===== src/rtl/axi_mm_chk_sequencer.sv =====
// axi_mm_chk_sequencer
// ---------------------------------------------------------------------------
// Iteration sequencer for the AXI-MM pattern checker, rdclk domain.
// Each iteration does four things in order:
//   1. arms the checker;
//   2. waits out the checker's blanking window;
//   3. launches one pattern-generator burst;
//   4. waits for a verdict or a timeout, then idles for cfg_gap cycles.
// Iterations repeat cfg_num_iter times (0 = until stop). Pass, fail and
// timeout results are accumulated for software.
//
// Ports
//   rdclk, rst_n    clock; synchronous active-low reset
//   start, stop     single-cycle control pulses
//   cfg_num_iter    iterations per run (0 = continuous)
//   cfg_burst_len   beats per burst, presented on patgen_cnt
//   cfg_gap         idle cycles between iterations
//   cfg_timeout     max WAIT cycles per iteration (nonzero)
//   chkr_fifo_full  checker expected-data FIFO full; holds off a launch
//   patchkr_out     checker verdict: 11 pass, 10 fail, 00 pending
//   patchkr_en      one-cycle checker arm pulse
//   patgen_start    one-cycle burst launch pulse
//   patgen_cnt      latched burst length
//   busy            high outside IDLE
//   done            one-cycle end-of-run pulse
//   pass            run result, valid from done until the next start
//   timeout_err     sticky timeout flag
//   iter_cnt        completed iterations (wraps)
//   pass_cnt        pass verdict count (saturates at 255)
//   fail_cnt        fail/timeout count (saturates at 255)
//   state_dbg       current FSM state, for debug and checkers
// ---------------------------------------------------------------------------
module axi_mm_chk_sequencer #(
  parameter int BLANK_CYC = 6,
  parameter int TMO_W     = 16
) (
  input  logic             rdclk,
  input  logic             rst_n,
  input  logic             start,
  input  logic             stop,
  input  logic [7:0]       cfg_num_iter,
  input  logic [7:0]       cfg_burst_len,
  input  logic [7:0]       cfg_gap,
  input  logic [TMO_W-1:0] cfg_timeout,
  input  logic             chkr_fifo_full,
  input  logic [1:0]       patchkr_out,
  output logic             patchkr_en,
  output logic             patgen_start,
  output logic [7:0]       patgen_cnt,
  output logic             busy,
  output logic             done,
  output logic             pass,
  output logic             timeout_err,
  output logic [7:0]       iter_cnt,
  output logic [7:0]       pass_cnt,
  output logic [7:0]       fail_cnt,
  output logic [2:0]       state_dbg
);

  localparam int            BW         = (BLANK_CYC > 1) ? $clog2(BLANK_CYC) : 1;
  localparam logic [BW-1:0] BLANK_LAST = BW'(BLANK_CYC - 1);

  typedef enum logic [2:0] {
    S_IDLE   = 3'd0,
    S_ARM    = 3'd1,
    S_BLANK  = 3'd2,
    S_LAUNCH = 3'd3,
    S_WAIT   = 3'd4,
    S_GAP    = 3'd5,
    S_FIN    = 3'd6
  } state_t;

  state_t state, next_state;

  // Configuration captured at start so it cannot change under a running test.
  logic [7:0]       num_iter_q;
  logic [7:0]       gap_q;
  logic [TMO_W-1:0] timeout_q;
  logic             stop_pend;

  logic [BW-1:0]    blank_cnt;
  logic [7:0]       gap_cnt;
  logic [TMO_W-1:0] tmo_cnt;

  // Next-cycle values of the registered control outputs.
  logic patchkr_en_d, patgen_start_d, busy_d, done_d;

  // Status decodes
  logic       verdict_pass, verdict_fail, tmo_hit;
  logic       gap_exit, last_iter;
  logic [7:0] iter_next;

  assign verdict_pass = (state == S_WAIT) && (patchkr_out == 2'b11);
  assign verdict_fail = (state == S_WAIT) && (patchkr_out == 2'b10);
  // tmo_cnt is 0 in the WAIT entry cycle, so the hit lands T+1 cycles in.
  assign tmo_hit      = (state == S_WAIT) && !verdict_pass && !verdict_fail &&
                        (tmo_cnt == timeout_q);
  // gap_cnt is 0 in the GAP entry cycle; cfg_gap=0 exits immediately.
  assign gap_exit     = (state == S_GAP) && (gap_cnt == gap_q);
  assign iter_next    = iter_cnt + 8'd1;
  assign last_iter    = stop_pend || ((num_iter_q != 8'd0) && (iter_next == num_iter_q));

  assign state_dbg    = state;

  // ---------------------------------------------------------------------
  // FSM: state register
  // ---------------------------------------------------------------------
  always_ff @(posedge rdclk) begin
    if (!rst_n) state <= S_IDLE;
    else        state <= next_state;
  end

  // ---------------------------------------------------------------------
  // FSM: next state
  // Launch handshake: chkr_fifo_full acts as an inverted ready. A burst is
  // launched only when full is low; patgen_start is a flop, so full is
  // sampled in the cycle before the pulse (the last BLANK cycle or a
  // stalled LAUNCH cycle). The FSM leaves LAUNCH in the cycle the pulse
  // is visible.
  // ---------------------------------------------------------------------
  always_comb begin
    next_state = state;
    case (state)
      S_IDLE:   if (start)                    next_state = S_ARM;
      S_ARM:                                  next_state = S_BLANK;
      S_BLANK:  if (blank_cnt == BLANK_LAST)  next_state = S_LAUNCH;
      S_LAUNCH: if (patgen_start)             next_state = S_WAIT;
      S_WAIT:   if (verdict_pass || verdict_fail || tmo_hit)
                                              next_state = S_GAP;
      S_GAP:    if (gap_exit)                 next_state = last_iter ? S_FIN : S_ARM;
      S_FIN:                                  next_state = S_IDLE;
      default:                                next_state = S_IDLE;
    endcase
  end

  // ---------------------------------------------------------------------
  // FSM: outputs (decoded from next_state, then registered so each pulse
  // lines up with the state it belongs to)
  // ---------------------------------------------------------------------
  always_comb begin
    busy_d         = (next_state != S_IDLE);
    patchkr_en_d   = (next_state == S_ARM);
    patgen_start_d = (next_state == S_LAUNCH) && !chkr_fifo_full;
    done_d         = (next_state == S_FIN);
  end

  always_ff @(posedge rdclk) begin
    if (!rst_n) begin
      busy         <= 1'b0;
      patchkr_en   <= 1'b0;
      patgen_start <= 1'b0;
      done         <= 1'b0;
    end else begin
      busy         <= busy_d;
      patchkr_en   <= patchkr_en_d;
      patgen_start <= patgen_start_d;
      done         <= done_d;
    end
  end

  // ---------------------------------------------------------------------
  // Datapath: config latch, phase timers, result accounting
  // ---------------------------------------------------------------------
  always_ff @(posedge rdclk) begin
    if (!rst_n) begin
      num_iter_q  <= 8'd0;
      gap_q       <= 8'd0;
      timeout_q   <= '0;
      patgen_cnt  <= 8'd0;
      stop_pend   <= 1'b0;
      blank_cnt   <= '0;
      gap_cnt     <= 8'd0;
      tmo_cnt     <= '0;
      iter_cnt    <= 8'd0;
      pass_cnt    <= 8'd0;
      fail_cnt    <= 8'd0;
      timeout_err <= 1'b0;
      pass        <= 1'b0;
    end else begin
      if (state == S_IDLE && start) begin
        num_iter_q  <= cfg_num_iter;
        gap_q       <= cfg_gap;
        timeout_q   <= cfg_timeout;
        patgen_cnt  <= cfg_burst_len;
        iter_cnt    <= 8'd0;
        pass_cnt    <= 8'd0;
        fail_cnt    <= 8'd0;
        timeout_err <= 1'b0;
        pass        <= 1'b0;
        // A stop arriving with start limits the run to one iteration.
        stop_pend   <= stop;
      end else if (state != S_IDLE && stop) begin
        stop_pend   <= 1'b1;
      end

      // Each timer is held at zero outside its own state, so it always
      // starts from zero on entry.
      blank_cnt <= (state == S_BLANK) ? blank_cnt + BW'(1) : '0;
      gap_cnt   <= (state == S_GAP)   ? gap_cnt + 8'd1     : 8'd0;
      tmo_cnt   <= (state == S_WAIT)  ? tmo_cnt + TMO_W'(1) : '0;

      if (verdict_pass && pass_cnt != 8'hFF)
        pass_cnt <= pass_cnt + 8'd1;
      if ((verdict_fail || tmo_hit) && fail_cnt != 8'hFF)
        fail_cnt <= fail_cnt + 8'd1;
      if (tmo_hit)
        timeout_err <= 1'b1;

      if (gap_exit)
        iter_cnt <= iter_next;
      // The counters were last updated on GAP entry, so they are final here.
      if (gap_exit && last_iter)
        pass <= (fail_cnt == 8'd0) && !timeout_err;
    end
  end

endmodule


===== config.mk =====
export PLATFORM = sky130hd
export DESIGN_NAME = axi_mm_chk_sequencer
export DESIGN_NICKNAME = d
export VERILOG_FILES = /design/src/rtl/axi_mm_chk_sequencer.sv
export SDC_FILE = /design/constraint.sdc
export NUM_CORES = 1
export LEC_CHECK = 0
export CAP_MARGIN = 40
export CORE_MARGIN = 1
export CORE_UTILIZATION = 52
export CTS_CLUSTER_DIAMETER = 150
export DETAILED_ROUTE_END_ITERATION = 10
export PLACE_DENSITY = 0.8
export SYNTH_ARGS = -nofsm -noshare
export SYNTH_HDL_FRONTEND = slang
export SYNTH_SLANG_ARGS = --single-unit

===== constraint.sdc =====
create_clock -name rdclk -period 2.7 [get_ports rdclk]
set_clock_uncertainty 0.2 [all_clocks]
set_input_delay 0.405 -clock rdclk [delete_from_list [all_inputs] [get_ports rdclk]]
set_output_delay 0.405 -clock rdclk [all_outputs]
set_load 0.01 [all_outputs]

==> impl_metrics.tcl, run 1 <==
set metrics [dict create \
    status "finished, final reports clean" \
    tightestPinTransition_ns 0.525 \
    hold_viol 0 \
    cts_tree "built" \
    dpl-instance-area_um2 5720 \
    slowest_delay_ns 0.50 \
    endpoint_kind "register" \
    cts_resized 0 \
    max_freq_mhz 424 \
    final_common_cell "nand2_1" \
    clock-sinks 101 \
    clk_path_buf_depth 2 \
    crit_path_start_kind "register" \
    cpLargestDelayFamily "simple AND/OR/NAND/NOR gates" \
    power_density_nw_per_um2 477 \
    slew_viol_final 0 \
    insertion_delay_ns 0.36 \
    period_minus_slack_ns 2.36 \
    root_buffer "clkbuf_8" \
    die_width_um 97.6 \
    cts_made_buffers 9 \
    rsz0062_at_grt "no" \
    clk_transition_reported_paths_ns 0.10 \
    fin_crit_sh_pct 87.4 \
    synth-seq-area-share_pct 42.6 \
    die_h_um 97.6 \
    ys_types 57 \
    routedWlPerCell_um 14.7 \
    routed_via_density 5.71 \
    required_ns 2.79 \
    hold_buffers 0 \
    grt_use_total_pct 24.3 \
    worstPathCellList "nor3b_4 -> nand4_2 -> or3_4 -> nor2_4 -> o311ai_0 -> nor3_1" \
    syn-num-nets 636 \
    yosysWarnings 0 \
    setup_viol 0 \
    dr_wl_met3_um 591 \
    grt_overflow_total 0 \
    nFillCells 743 \
    ys.flop_type "dfxtp_1" \
    r2r_end "patgen_start$_SDFF_PN0_" \
    yosys-top-cells-area "dfxtp_1, nand2_1, a21oi_1, xor2_1, xnor2_1" \
    path_buf_inv 0 \
    wl_met1_um 5110 \
    reg2reg_from "state_dbg[2]$_SDFF_PN0_" \
    layout_common_cells "nand2_1, dfxtp_1, clkdlybuf4s50_1" \
    finalNetCount 716 \
    holdCritStartpoint "patgen_cnt[5]$_SDFFE_PN0P_" \
    wl_met2_um 5470 \
    crit_slowest_cell "dfxtp_1" \
    gp_congestion 0.894 \
    design_area_um2 5900 \
    ioPinCount 88 \
    fin_util_pct 67.3 \
    stdcell_count 774 \
    ys_ff_latch 101 \
    synthArstFlopShare_pct 0 \
    total_power_mw 2.82 \
    min_path_type "register to register" \
    htreeDepth 3 \
    drc 0 \
    holdPathStages 2 \
    setup_tns_ns 0 \
    drive_above_1_share_pct 6.16 \
    worstPathMaxFanout 15 \
    cts_setup_buffers 0 \
    hpwl_um 8270 \
    rows 34 \
    drt-initial-drc-count 225 \
    synth_top_area_share_pct 42.6 \
    antenna_found_initial 0 \
    syn_to_final_growth_pct 24.3 \
    first_pass_iters 5 \
    initial_utilization_pct 54.2 \
    grt_start_max_net_pins 27 \
    grt_pass1_vias 4082 \
    wl_um 11400 \
    syn_inst 581 \
    coreArea_um2 8760 \
    critPathKind "register to register" \
    placed_cells 758 \
    worst-r2r-setup-slack_ns 0.34 \
    syn_area_per_cell_um2 8.17 \
    critPathArrivalTime_ns 2.45 \
    max-slew-margin-rel_pct 64.6 \
    synth_largest_area_cell "dfxtp_1" \
    hold_path_end "patgen_cnt[5]$_SDFFE_PN0P_" \
    syn_area_um2 4750 \
    n_antenna_cell 0 \
    dieArea_um2 9520 \
    ir_drop_uv 394 \
    numPortBuffers 87 \
    topRoutingLayerUsed "met4" \
    vias 4419 \
    p_leak_nw 2.16 \
    grt_pass1_wl_um 19100 \
    max_cap_violations 0 \
    ff2ff_path_depth 6 \
    ant_nets 0 \
    synth_edf_count 0 \
]
layer usage:
layer / up-vias / track usage (%)
met5: - / 0
met2: 141 / 38.8
met3: 19 / 3.96
met4: 0 / 8.94
li1: 2183 / -
met1: 2076 / 33.1
power by group:
| part | total (mW) | internal (mW) | switching (mW) |
|---|---|---|---|
| logic | 0.346 | 0.172 | 0.174 |
| clock network | 0.889 | 0.382 | 0.507 |
| registers | 1.58 | 1.54 | 0.0422 |
| total | 2.82 | 2.09 | 0.724 |
flip-flops by register name, indices dropped and copies added, names as in the netlist, 3 cells and up:
register    flops
num_iter_q      8
blank_cnt       3
state_dbg       3
timeout_q      16
gap_cnt         8
patgen_cnt      8
tmo_cnt        16
pass_cnt        8
iter_cnt        8
fail_cnt        8
gap_q           8
synth_stat cells (3+ instances only):
| cell type | number |
|---|---|
| a21boi_0 | 3 |
| buf_2 | 4 |
| inv_1 | 7 |
| a21oi_1 | 66 |
| nand2_1 | 103 |
| ha_1 | 8 |
| xnor2_1 | 25 |
| and4_1 | 4 |
| and2_1 | 7 |
| o21ai_0 | 15 |
| nor3_1 | 9 |
| dfxtp_1 | 101 |
| and3_1 | 12 |
| nor2b_1 | 9 |
| nor2_1 | 49 |
| nor4_1 | 5 |
| nand3_1 | 24 |
| o221ai_1 | 5 |
| clkbuf_1 | 25 |
| mux2i_1 | 3 |
| nand4_1 | 19 |
| or3_1 | 6 |
| o211ai_1 | 3 |
| xor2_1 | 28 |
logic make-up (layout without fill, tap and decap cells):
family,after synthesis,in the layout,share of synthesized area [%]
AOI/OAI and AO/OA,117,117,15.0
xor gates and xnor gates,53,53,9.77
adders and majority gates,8,8,2.11
buffers and inverters,38,123,3.27
DFF,101,101,42.6
muxes,3,3,0.632
and+or+nand+nor,261,261,26.7
worst max-delay path by stage:
stage | from | to | slack, ns | cells after the start
after detailed placement | patchkr_out[1] | patgen_start$_SDFF_PN0_ | 0.27 | 5
final | state_dbg[2]$_SDFF_PN0_ | patgen_start$_SDFF_PN0_ | 0.34 | 6
after floorplan | state_dbg[1]$_SDFF_PN0_ | fail_cnt[1]$_SDFFE_PN0P_ | 0.44 | 8
after global routing | state_dbg[2]$_SDFF_PN0_ | patgen_start$_SDFF_PN0_ | 0.17 | 6
after CTS | state_dbg[2]$_SDFF_PN0_ | patgen_start$_SDFF_PN0_ | 0.34 | 6
after global placement | patchkr_out[1] | fail_cnt[5]$_SDFFE_PN0P_ | 0.35 | 5
worst register-to-register path, stage by stage (launching register included):
cell and delay, ns:
dfxtp_1 0.50, nor3b_4 0.29, nand4_2 0.10, or3_4 0.43
nor2_4 0.31, o311ai_0 0.25, nor3_1 0.21
layout make-up:
cell class                      instances  area [um2]  area share [%]
Timing Repair Buffer                  100         968            16.4
Tap cell                              108         135            2.29
Clock buffer                           12         155            2.63
Inverter                                7        26.3           0.445
Clock inverter                          4        22.5           0.382
Sequential cell                       101        2020            34.3
Multi-Input combinational cell        442        2570            43.6
through the flow:
stage	setup WS (ns)	hold slack, ns
6_report	0.339	0.258
5_1_grt	0.171	0.286
4_1_cts	0.342	0.261
3_5_place_dp	0.272	0.248
3_3_place_gp	0.348	0.232
2_1_floorplan	0.440	0.221
(Power assumes the default switching activity.)
==> inputs of run 2 (changes only) <==
--- a/config.mk
+++ b/config.mk
@@ -5,6 +5,7 @@
 export SDC_FILE = /design/constraint.sdc
 export NUM_CORES = 1
 export LEC_CHECK = 0
+export ABC_CLOCK_PERIOD_IN_PS = 2200
 export CAP_MARGIN = 40
 export CORE_MARGIN = 1
 export CORE_UTILIZATION = 52
==> constraint.sdc (replaced) <==
create_clock -name rdclk -period 2.2 [get_ports rdclk]
set_clock_uncertainty 0.2 [all_clocks]
set_input_delay 0.33 -clock rdclk [delete_from_list [all_inputs] [get_ports rdclk]]
set_output_delay 0.33 -clock rdclk [all_outputs]
set_load 0.01 [all_outputs]
==> impl_metrics.tcl, run 2 (synthesized netlist as in run 1, its figures left out) <==
set metrics [dict create \
    max_cap_violations 0 \
    multi_input_area_um2 2610 \
    reg2reg_from "iter_cnt[0]$_SDFFE_PN0P_" \
    p_leak_nw 2.33 \
    rows 34 \
    fin_crit_sh_pct 96.3 \
    total_power_mw 3.55 \
    hpwl_um 8800 \
    fin_util_pct 70.7 \
    power_density_nw_per_um2 573 \
    clk_path_buf_depth 2 \
    max_freq_mhz 472 \
    cts_tree "built" \
    grt_pass1_wl_um 20700 \
    numPortBuffers 87 \
    critPathKind "register to register" \
    register_area_um2 2030 \
    die_h_um 97.6 \
    root_buffer "clkbuf_8" \
    final_common_cell "nand2_1" \
    holdCritStartpoint "patgen_cnt[4]$_SDFFE_PN0P_" \
    endpoint_kind "register" \
    top_regs "timeout_q (16), tmo_cnt (16)" \
    ioPinCount 88 \
    htreeDepth 3 \
    drc 0 \
    hold_buffers 0 \
    syn_to_final_growth_pct 30.5 \
    hold_path_end "patgen_cnt[4]$_SDFFE_PN0P_" \
    status "finished, final reports clean" \
    ir_drop_uv 384 \
    clk_transition_reported_paths_ns 0.10 \
    grt_overflow_total 0 \
    min_path_type "register to register" \
    clock-sinks 101 \
    worstPathMaxFanout 4 \
    grt_use_total_pct 26.3 \
    drt-initial-drc-count 229 \
    layout_common_cells "nand2_1, dfxtp_1, clkdlybuf4s50_1" \
    coreArea_um2 8760 \
    period_minus_slack_ns 2.12 \
    first_pass_iters 5 \
    ant_nets 0 \
    gp_congestion 0.902 \
    n_antenna_cell 0 \
    dieArea_um2 9520 \
    max-slew-margin-rel_pct 63.7 \
    antenna_found_initial 0 \
    crit_path_start_kind "register" \
    wl_um 12000 \
    cts_made_buffers 9 \
    die_width_um 97.6 \
    nFillCells 695 \
    hold_viol 0 \
    holdPathStages 2 \
    setup_viol 0 \
    routedWlPerCell_um 14.9 \
    tightestPinTransition_ns 0.538 \
    worst-r2r-setup-slack_ns 0.08 \
    grt_pass1_vias 4468 \
    required_ns 2.25 \
    r2r_end "state_dbg[0]$_SDFF_PN0_" \
    vias 4522 \
    drive_above_1_share_pct 12.1 \
    slew_viol_final 0 \
    routed_via_density 5.62 \
    critPathArrivalTime_ns 2.16 \
    insertion_delay_ns 0.37 \
    ff2ff_path_depth 7 \
    finalNetCount 746 \
    hold-worst-slack_ns 0.260 \
    initial_utilization_pct 54.2 \
    grt_start_max_net_pins 41 \
]
[run 2: worst max-delay path, cell delays in order, from the launching register on]
cell       delay (ns)
dfxtp_1          0.40
and2_4           0.18
nand4_1          0.15
xnor2_1          0.19
o41ai_2          0.35
buf_4            0.18
o2111ai_2        0.17
nor2b_1          0.18
[run 2: area by class of cell]
class                   instances  area share (%)
clock buffers                  11            2.44
clock inverters                 5           0.646
inverters                       7           0.424
multi-input cells             442            42.1
flip-flops and latches        101            32.7
well taps                     108            2.18
repair buffers                130            19.5
[run 2: how the worst max path moves through the flow]
stage	from	end	slack, ns
after global placement	patchkr_out[1]	fail_cnt[4]$_SDFFE_PN0P_	0.0001
after global routing	iter_cnt[0]$_SDFFE_PN0P_	state_dbg[0]$_SDFF_PN0_	-0.02
after floorplan	state_dbg[0]$_SDFF_PN0_	fail_cnt[1]$_SDFFE_PN0P_	0.009
after detailed placement	iter_cnt[0]$_SDFFE_PN0P_	state_dbg[0]$_SDFF_PN0_	-0.05
after CTS	iter_cnt[0]$_SDFFE_PN0P_	state_dbg[0]$_SDFF_PN0_	0.02
final	iter_cnt[0]$_SDFFE_PN0P_	state_dbg[0]$_SDFF_PN0_	0.08
[run 2: where the power goes]
group	leakage, nW	internal [mW]	switching [mW]
combinational	1.41	0.235	0.233
sequential	0.823	1.89	0.0475
clock	0.101	0.486	0.662
[run 2: through the flow]
step	area, um2	TNS, ns	cells	setup slack [ns]
floorplan	4750	0	581	0.00918
global placement	5940	0	785	0.000140
detailed placement	5940	-0.329	785	-0.0533
CTS	6140	0	801	0.0222
global route	6200	-0.0354	804	-0.0204
finish	6200	0	804	0.0814
[run 2: routing by layer]
| layer | wire length, um | share of wire [%] | GRT usage [%] | up-vias |
|---|---|---|---|---|
| met5 | 0 | 0 | 0 | - |
| met4 | 214 | 1.8 | 8.37 | 0 |
| met3 | 630 | 5.2 | 5.90 | 23 |
| met2 | 5940 | 49 | 43.8 | 141 |
| met1 | 5230 | 44 | 33.7 | 2112 |
| li1 | - | - | - | 2246 |
[run 2: what timing repair did]
| action | 4_1_cts | 5_1_grt |
|---|---|---|
| gates cloned | 0 | 0 |
| pin swaps | 0 | 2 |
| gates resized for setup | 1 | 10 |
| setup buffers | 0 | 3 |
| endpoints found under the setup margin | 4 | 15 |
